$ cat src/rtl/alu_arbiter.sv
// Round-robin arbiter sharing one single-cycle ALU between two requesters.
// One operation in flight: accept, execute for a fixed latency, return result.
module alu_arbiter #(
   parameter int unsigned MUL_LAT = 3,
   parameter int unsigned OP_LAT  = 1
) (
   input  logic        clk_i,
   input  logic        rst_i,
   input  logic        req0_valid_i,
   output logic        req0_ready_o,
   input  logic [31:0] req0_data1_i,
   input  logic [31:0] req0_data2_i,
   input  logic [3:0]  req0_ctrl_i,
   input  logic        req1_valid_i,
   output logic        req1_ready_o,
   input  logic [31:0] req1_data1_i,
   input  logic [31:0] req1_data2_i,
   input  logic [3:0]  req1_ctrl_i,
   output logic [31:0] alu_data1_o,
   output logic [31:0] alu_data2_o,
   output logic [3:0]  alu_ctrl_o,
   input  logic [31:0] alu_data_i,
   input  logic        alu_zero_i,
   output logic        rsp_valid_o,
   input  logic        rsp_ready_i,
   output logic        rsp_id_o,
   output logic [31:0] rsp_data_o,
   output logic        rsp_zero_o,
   output logic        busy_o
);

   localparam int unsigned DW = 32;
   localparam int unsigned CW = 4;
   localparam logic [CW-1:0] CTRL_NOOP = 4'b1011;
   localparam logic [CW-1:0] CTRL_MUL  = 4'b0101;
   localparam logic [CW-1:0] CTRL_RSVD = 4'b1100;
   localparam logic [CW-1:0] MUL_CNT   = CW'(MUL_LAT - 1);
   localparam logic [CW-1:0] OP_CNT    = CW'(OP_LAT - 1);

   typedef enum logic [1:0] {S_IDLE, S_EXEC, S_RESP} state_t;

   state_t        state_q, state_d;
   logic [DW-1:0] op1_q, op1_d, op2_q, op2_d;
   logic [DW-1:0] rsp_data_q, rsp_data_d;
   logic [CW-1:0] ctrl_q, ctrl_d, cnt_q, cnt_d;
   logic          id_q, id_d, last_q, last_d;
   logic          zero_q, zero_d;
   logic          rsp_valid_q, rsp_valid_d, busy_q, busy_d;

   logic          grant, grant_vld;
   logic [DW-1:0] sel_d1, sel_d2;
   logic [CW-1:0] sel_raw, sel_ctrl;

   // Pick the winner: sole valid requester, or the one not granted last on a tie.
   always_comb begin
      grant_vld = req0_valid_i | req1_valid_i;
      if (req0_valid_i && req1_valid_i) grant = ~last_q;
      else                              grant = req1_valid_i;
      sel_d1   = grant ? req1_data1_i : req0_data1_i;
      sel_d2   = grant ? req1_data2_i : req0_data2_i;
      sel_raw  = grant ? req1_ctrl_i  : req0_ctrl_i;
      sel_ctrl = (sel_raw >= CTRL_RSVD) ? CTRL_NOOP : sel_raw;
   end

   assign req0_ready_o = (state_q == S_IDLE) & req0_valid_i & ~grant;
   assign req1_ready_o = (state_q == S_IDLE) & req1_valid_i &  grant;

   // Next-state and datapath update; every register holds by default.
   always_comb begin
      state_d     = state_q;
      op1_d       = op1_q;
      op2_d       = op2_q;
      ctrl_d      = ctrl_q;
      cnt_d       = cnt_q;
      id_d        = id_q;
      last_d      = last_q;
      rsp_data_d  = rsp_data_q;
      zero_d      = zero_q;
      rsp_valid_d = rsp_valid_q;
      busy_d      = busy_q;
      case (state_q)
         S_IDLE: begin
            if (grant_vld) begin
               state_d = S_EXEC;
               op1_d   = sel_d1;
               op2_d   = sel_d2;
               ctrl_d  = sel_ctrl;
               id_d    = grant;
               last_d  = grant;
               cnt_d   = (sel_ctrl == CTRL_MUL) ? MUL_CNT : OP_CNT;
               busy_d  = 1'b1;
            end
         end
         S_EXEC: begin
            if (cnt_q != CW'(0)) begin
               cnt_d = cnt_q - CW'(1);
            end else begin
               rsp_data_d  = alu_data_i;
               zero_d      = alu_zero_i;
               rsp_valid_d = 1'b1;
               state_d     = S_RESP;
            end
         end
         S_RESP: begin
            if (rsp_ready_i) begin
               rsp_valid_d = 1'b0;
               busy_d      = 1'b0;
               ctrl_d      = CTRL_NOOP;
               op1_d       = '0;
               op2_d       = '0;
               state_d     = S_IDLE;
            end
         end
         default: state_d = S_IDLE;
      endcase
   end

   // State and datapath registers; reset drops any operation in flight.
   always_ff @(posedge clk_i or negedge rst_i) begin
      if (!rst_i) begin
         state_q     <= S_IDLE;
         op1_q       <= '0;
         op2_q       <= '0;
         ctrl_q      <= CTRL_NOOP;
         cnt_q       <= '0;
         id_q        <= 1'b0;
         last_q      <= 1'b1;
         rsp_data_q  <= '0;
         zero_q      <= 1'b0;
         rsp_valid_q <= 1'b0;
         busy_q      <= 1'b0;
      end else begin
         state_q     <= state_d;
         op1_q       <= op1_d;
         op2_q       <= op2_d;
         ctrl_q      <= ctrl_d;
         cnt_q       <= cnt_d;
         id_q        <= id_d;
         last_q      <= last_d;
         rsp_data_q  <= rsp_data_d;
         zero_q      <= zero_d;
         rsp_valid_q <= rsp_valid_d;
         busy_q      <= busy_d;
      end
   end

   assign alu_data1_o = op1_q;
   assign alu_data2_o = op2_q;
   assign alu_ctrl_o  = ctrl_q;
   assign rsp_valid_o = rsp_valid_q;
   assign rsp_id_o    = id_q;
   assign rsp_data_o  = rsp_data_q;
   assign rsp_zero_o  = zero_q;
   assign busy_o      = busy_q;

endmodule

$ cat config.mk
export PLATFORM = sky130hd
export DESIGN_NAME = alu_arbiter
export DESIGN_NICKNAME = d
export VERILOG_FILES = /design/src/rtl/alu_arbiter.sv
export SDC_FILE = /design/constraint.sdc
export NUM_CORES = 1
export LEC_CHECK = 0
export CAP_MARGIN = 40
export CORE_UTILIZATION = 42
export DETAILED_ROUTE_END_ITERATION = 7
export GPL_ROUTABILITY_DRIVEN = 1
export PLACE_DENSITY = 0.86
export SLEW_MARGIN = 20
export SYNTH_ARGS = -nofsm -noshare
export SYNTH_HDL_FRONTEND = slang
export SYNTH_SLANG_ARGS = --single-unit
$ cat constraint.sdc
create_clock -name clk_i -period 6.3 [get_ports clk_i]
set_clock_uncertainty 0.2 [all_clocks]
set_input_delay 0.63 -clock clk_i [delete_from_list [all_inputs] [get_ports clk_i]]
set_output_delay 0.63 -clock clk_i [all_outputs]
set_load 0.005 [all_outputs]
==> results.yml, run 1 <==
routing:
  via_per_inst: 5.22
  wl_um: 14600
  wire_per_inst_um: 18.8
  vias: 4037
  drc: 20
  drt_iter0_markers: 247
  firstDrtPassIters: 6
  ant_nets: 0
timing:
  fin_crit_sh_pct: 50.5
  holdWs_ps: 2.51
  timing.fmax_ghz: 0.314
  finalSetupTns_ps: 0
  fin_ws_ps: 3120
  period_minus_slack_ps: 3180
  timing.final.hold_violations: 0
  final_max_slew_viol_count: 0
  worst_pin_slew_ps: 773
  slew_headroom_pct: 48.5
  setup-violations-final: 0
  rsz0062_at_grt: "false"
yosys:
  ys_ff_latch: 111
  yosys.area.top_type: "dfrtp_1"
  synth_edf_count: 0
  synth_top_family_by_area: "multiplexers"
  yosys-mux-area-fraction_pct: 23.0
  yosysSeqAreaShare_pct: 55.1
  synth_xor_xnor_area_share_pct: 0
  yosys_most_used_dff: "dfrtp_1"
  synthesis.area_um2: 5050
  synth_compound_area_share_pct: 14.2
  synth_top_area_share_pct: 53.0
  synth_warnings: 0
  synthSimpleGateAreaFrac_pct: 3.59
  synth_most_common_cell: "dfrtp_1"
  synthTopCellsByArea: "dfrtp_1 (53%), mux2i_1 (13%), o2bb2ai_1 (11%), mux2_4 (8.6%), dfstp_2 (2.1%)"
  synth_cell_types: 39
  synthArstFlopShare_pct: 100
  avgSynthCellArea_um2: 14.2
  synth_fa_ha_area_share_pct: 0.248
  syn_inst: 355
  synth.net_count: 530
  yosys-top-cells-count: "dfrtp_1 (107), mux2i_1 (67), o2bb2ai_1 (65)"
setup_path:
  r2r_slack_ps: 3820
  worst_setup_path_start_kind: "input port"
  crit_type: "input port to output port"
  critPathRequiredTime_ps: 5470
  cp.arrival_ps: 2350
  end_kind: "output port"
  path_max_fanout: 8
floorplanning:
  die_area_um2: 12500
  core_um2: 11600
  num_rows: 39
  start_util_pct: 43.6
  io_pins: 280
  fp.dieW_um: 112
  die_h_um: 112
layout:
  syn_to_final_growth_pct: 64.2
  fin_nets: 801
  drive_gt1_share_pct: 10.8
  finalNonFillerCells: 774
  antennaDiodeCount: 0
place:
  gp_congestion: 0.780
  placedCellCount: 758
  portBuffers: 279
  dp.final_hpwl_um: 11200
  dp_slack_ps: 3010
global_routing:
  grt_max_degree: 51
  grt_antenna_before_repair: 0
  overflow: 0
  grt_pass1_wl_um: 23100
  grt_pass1_vias: 4423
  grt_usage_pct: 24.0
clock_tree:
  tritoncts: "done"
  cts_buffer_depth: 2
  cts_setup_buffers: 0
  clkLatencyLatePin_ps: 350
  cts_hold_buf: 0
  cts_resized: 0
  cts.clk_slew.worst_paths_ps: 70
  cts_max_level: 3
  cts.sinks: 111
  numCtsBuffers: 9
  root_buffer: "clkbuf_16"
pwr:
  peakVddDrop_mv: 0.303
  p_leak_nw: 3.49
  power_per_cell_area_nw_per_um2: 440
job:
  maxCapViolations: 0
hold_path:
  min_path_type: "input port to async pin"
outcome:
  status: "finished, violations left"
  violations: "DRC"
[power breakdown]
part	internal (mW)	total, mW	leakage [nW]	switching [mW]
registers	1.07	1.28	1.34	0.210
logic	1.10	1.74	1.98	0.638
clock network	0.381	0.630	0.166	0.250
total	2.55	3.65	3.49	1.10
[layout make-up]
type                       instances  area, um^2
multi-input combinational        214        2090
inverter                           5        18.8
timing repair buffer             285        2880
tap                              143         179
sequential                       111        2780
clock buffer                      13         270
clock inverter                     3        65.1
fill                             783        3280
[through the flow]
step / cell area, um^2 / util, % / total power [mW]
after global placement: 7900 / 68.3 / 2.96
after CTS: 8290 / 71.6 / 3.69
after global routing: 8290 / 71.6 / 3.85
after detailed placement: 7950 / 68.7 / 3.03
final: 8290 / 71.6 / 3.65
after floorplan: 5050 / - / 2.10
[metal layers]
metal | wire length [um] | global-route usage (%) | vias to the layer above | part of all wire [%]
met5 | 0 | 0 | - | 0
met1 | 5400 | 26.0 | 1941 | 37
met4 | 315 | 9.10 | 0 | 2.2
li1 | - | - | 1887 | -
met2 | 7480 | 43.0 | 188 | 51
met3 | 1390 | 8.49 | 21 | 9.5
[sequential cells by signal (all words and copies together), names as in the netlist]
| name | cells |
|---|---|
| alu_ctrl_o | 4 |
| alu_data1_o | 32 |
| alu_data2_o | 32 |
| busy_o | 1 |
| cnt_q | 4 |
| last_q | 1 |
| rsp_data_o | 32 |
| rsp_id_o | 1 |
| rsp_valid_o | 1 |
| rsp_zero_o | 1 |
| state_q | 2 |
[cells by family (layout without fill, tap and decap cells)]
kind of cell | after synthesis | after routing
AND/OR/NAND/NOR | 27 | 27
adder cells (fa/ha/maj) | 1 | 1
flip-flops | 111 | 111
multiplexers | 101 | 101
buffers and inverters | 30 | 306
AO/OA/AOI/OAI | 85 | 85
[worst max-delay path, stage by stage]
cell and delay [ps]:
clkdlybuf4s50_1 570, a21boi_4 390, and2_1 240, clkdlybuf4s50_1 520
[path summary, 6_finish.rpt]
check | from | endpoint | depth (start not counted)
worst max-delay path | req1_valid_i | req1_ready_o | 4
worst min-delay path | rst_i | rsp_data_o[18] | 1
worst max register to register | cnt_q[0] | rsp_data_o[27] | 5
worst min register to register | rsp_id_o | rsp_id_o | 1
max in group asynchronous | rst_i | alu_data1_o[4] | 3
min in group clk_i | rsp_id_o | rsp_id_o | 1
[cell usage in the layout, fill, tap and decap left out, types with 2 or more instances in the layout]
| cell type | Yosys | routed |
|---|---|---|
| nor4bb_1 | 2 | 2 |
| clkdlybuf4s50_1 | 0 | 278 |
| a21o_1 | 3 | 3 |
| nand4b_1 | 2 | 2 |
| o21ai_0 | 5 | 5 |
| buf_16 | 0 | 2 |
| o221a_2 | 2 | 2 |
| dfrtp_1 | 107 | 107 |
| bufinv_16 | 0 | 2 |
| mux2i_1 | 67 | 67 |
| nor2b_1 | 3 | 3 |
| buf_4 | 6 | 5 |
| clkbuf_16 | 0 | 9 |
| nand3_1 | 2 | 2 |
| o2bb2ai_1 | 65 | 65 |
| clkbuf_8 | 0 | 3 |
| o221ai_1 | 2 | 2 |
| inv_1 | 5 | 5 |
| dfstp_2 | 4 | 4 |
| nor2_1 | 4 | 4 |
| mux2_4 | 29 | 29 |
| mux2_2 | 5 | 5 |
| nand2_1 | 5 | 5 |
(Power assumes the default switching activity.)
==> run 2, diff against run 1 <==
CORE_UTILIZATION = 35   (was 42)
PLACE_DENSITY = 0.77   (was 0.86)
clock period = 2.56 ns   (was 6.3 ns; I/O delays follow)
==> results.yml, run 2 (synthesized netlist as in run 1, its figures left out) <==
routing:
  drt_iter0_markers: 142
  drc: 0
  via_per_inst: 4.90
  vias: 4002
  wl_um: 14100
  wire_per_inst_um: 17.2
  ant_nets: 0
  firstDrtPassIters: 4
place:
  dpl_cell_area_um2: 8060
  placedCellCount: 800
  portBuffers: 279
  dp_slack_ps: 213
  dp.final_hpwl_um: 10600
  gp_congestion: 0.727
setup_path:
  worst_setup_path_start_kind: "flop"
  end_kind: "output port"
  crit_type: "flop to output port"
  cp.arrival_ps: 1880
  r2r_slack_ps: 340
  r2r_cells: 6
  critPathRequiredTime_ps: 2100
  rr_startpoint: "cnt_q[0]"
  reg2reg_to: "rsp_data_o[26]"
  path_max_fanout: 7
global_routing:
  grt_max_degree: 56
  overflow: 0
  grt_antenna_before_repair: 0
  grt_pass1_wl_um: 21500
  grt_usage_pct: 18.8
  grt_pass1_vias: 4264
clock_tree:
  cts.clk_slew.worst_paths_ps: 60
  root_buffer: "clkbuf_16"
  cts_buffer_depth: 2
  clkLatencyLatePin_ps: 340
  tritoncts: "done"
  numCtsBuffers: 9
  cts.sinks: 111
  cts_max_level: 3
pwr:
  peakVddDrop_mv: 0.573
  power_per_cell_area_nw_per_um2: 1050
  p_leak_nw: 3.49
  p_total_mw: 8.80
outcome:
  status: "finished clean"
floorplanning:
  fp.dieW_um: 122
  num_rows: 43
  io_pins: 280
  core_um2: 14000
  die_area_um2: 14900
  die_h_um: 122
  start_util_pct: 36.1
timing:
  finalSetupTns_ps: 0
  timing.final.hold_violations: 0
  holdWs_ps: 210
  fin_ws_ps: 220
  rsz0062_at_grt: "false"
  fin_crit_sh_pct: 91.4
  slew_headroom_pct: 66.0
  timing.fmax_ghz: 0.427
  period_minus_slack_ps: 2340
  worst_pin_slew_ps: 509
  setup-violations-final: 0
  final_max_slew_viol_count: 0
layout:
  final_common_cell: "clkdlybuf4s50_1"
  layout_common_cells: "clkdlybuf4s50_1 (278), dfrtp_1 (107), mux2i_1 (67)"
  finalNonFillerCells: 817
  antennaDiodeCount: 0
  postLayoutCoreUtil_pct: 59.6
  syn_to_final_growth_pct: 65.2
  final_area_um2: 8340
  fin_nets: 807
  drive_gt1_share_pct: 11.0
hold_path:
  min_path_type: "input port to async pin"
job:
  maxCapViolations: 0
run 2: cell type report:
class / count / area (um^2)
Tap cell: 180 / 225
Fill cell: 1113 / 5650
Inverter: 5 / 18.8
Timing Repair Buffer: 291 / 2950
Multi-Input combinational cell: 214 / 2090
Sequential cell: 111 / 2780
Clock buffer: 15 / 268
Clock inverter: 1 / 5.00
run 2: worst max path at each step:
stage | from | endpoint | slack, ps | cells past startpoint
after global placement | req1_valid_i | req1_ready_o | 260 | 4
after CTS | state_q[1] | req1_ready_o | 190 | 3
after detailed placement | req1_valid_i | alu_ctrl_o[3] | 210 | 5
after global routing | state_q[1] | req0_ready_o | 100 | 4
final | state_q[1] | req1_ready_o | 220 | 3
after floorplan | cnt_q[0] | rsp_data_o[0] | 570 | 6
run 2: power breakdown:
| part | internal [mW] | switching [mW] | total, mW |
|---|---|---|---|
| logic | 2.79 | 1.58 | 4.38 |
| clock network | 0.714 | 0.582 | 1.30 |
| registers | 2.63 | 0.492 | 3.13 |
run 2: critical path, cell delays in order (launching register included):
cell and delay (ps):
dfrtp_1 440, nor2_1 330, and2_1 230, clkdlybuf4s50_1 550
run 2: what timing repair did:
item / 4_1_cts / 5_1_grt
gates resized for setup: 0 / 0
buffers inserted: 0 / 0
hold endpoints to repair: 35 / 0
hold buffers: 1 / 0
run 2: metal layers:
layer | up-vias | GRT usage (%) | wire length, um
met5 | - | 0 | 0
met4 | 0 | 6.94 | 270
met3 | 17 | 5.29 | 1320
met2 | 190 | 33.2 | 7000
met1 | 1899 | 21.5 | 5490
li1 | 1896 | - | -
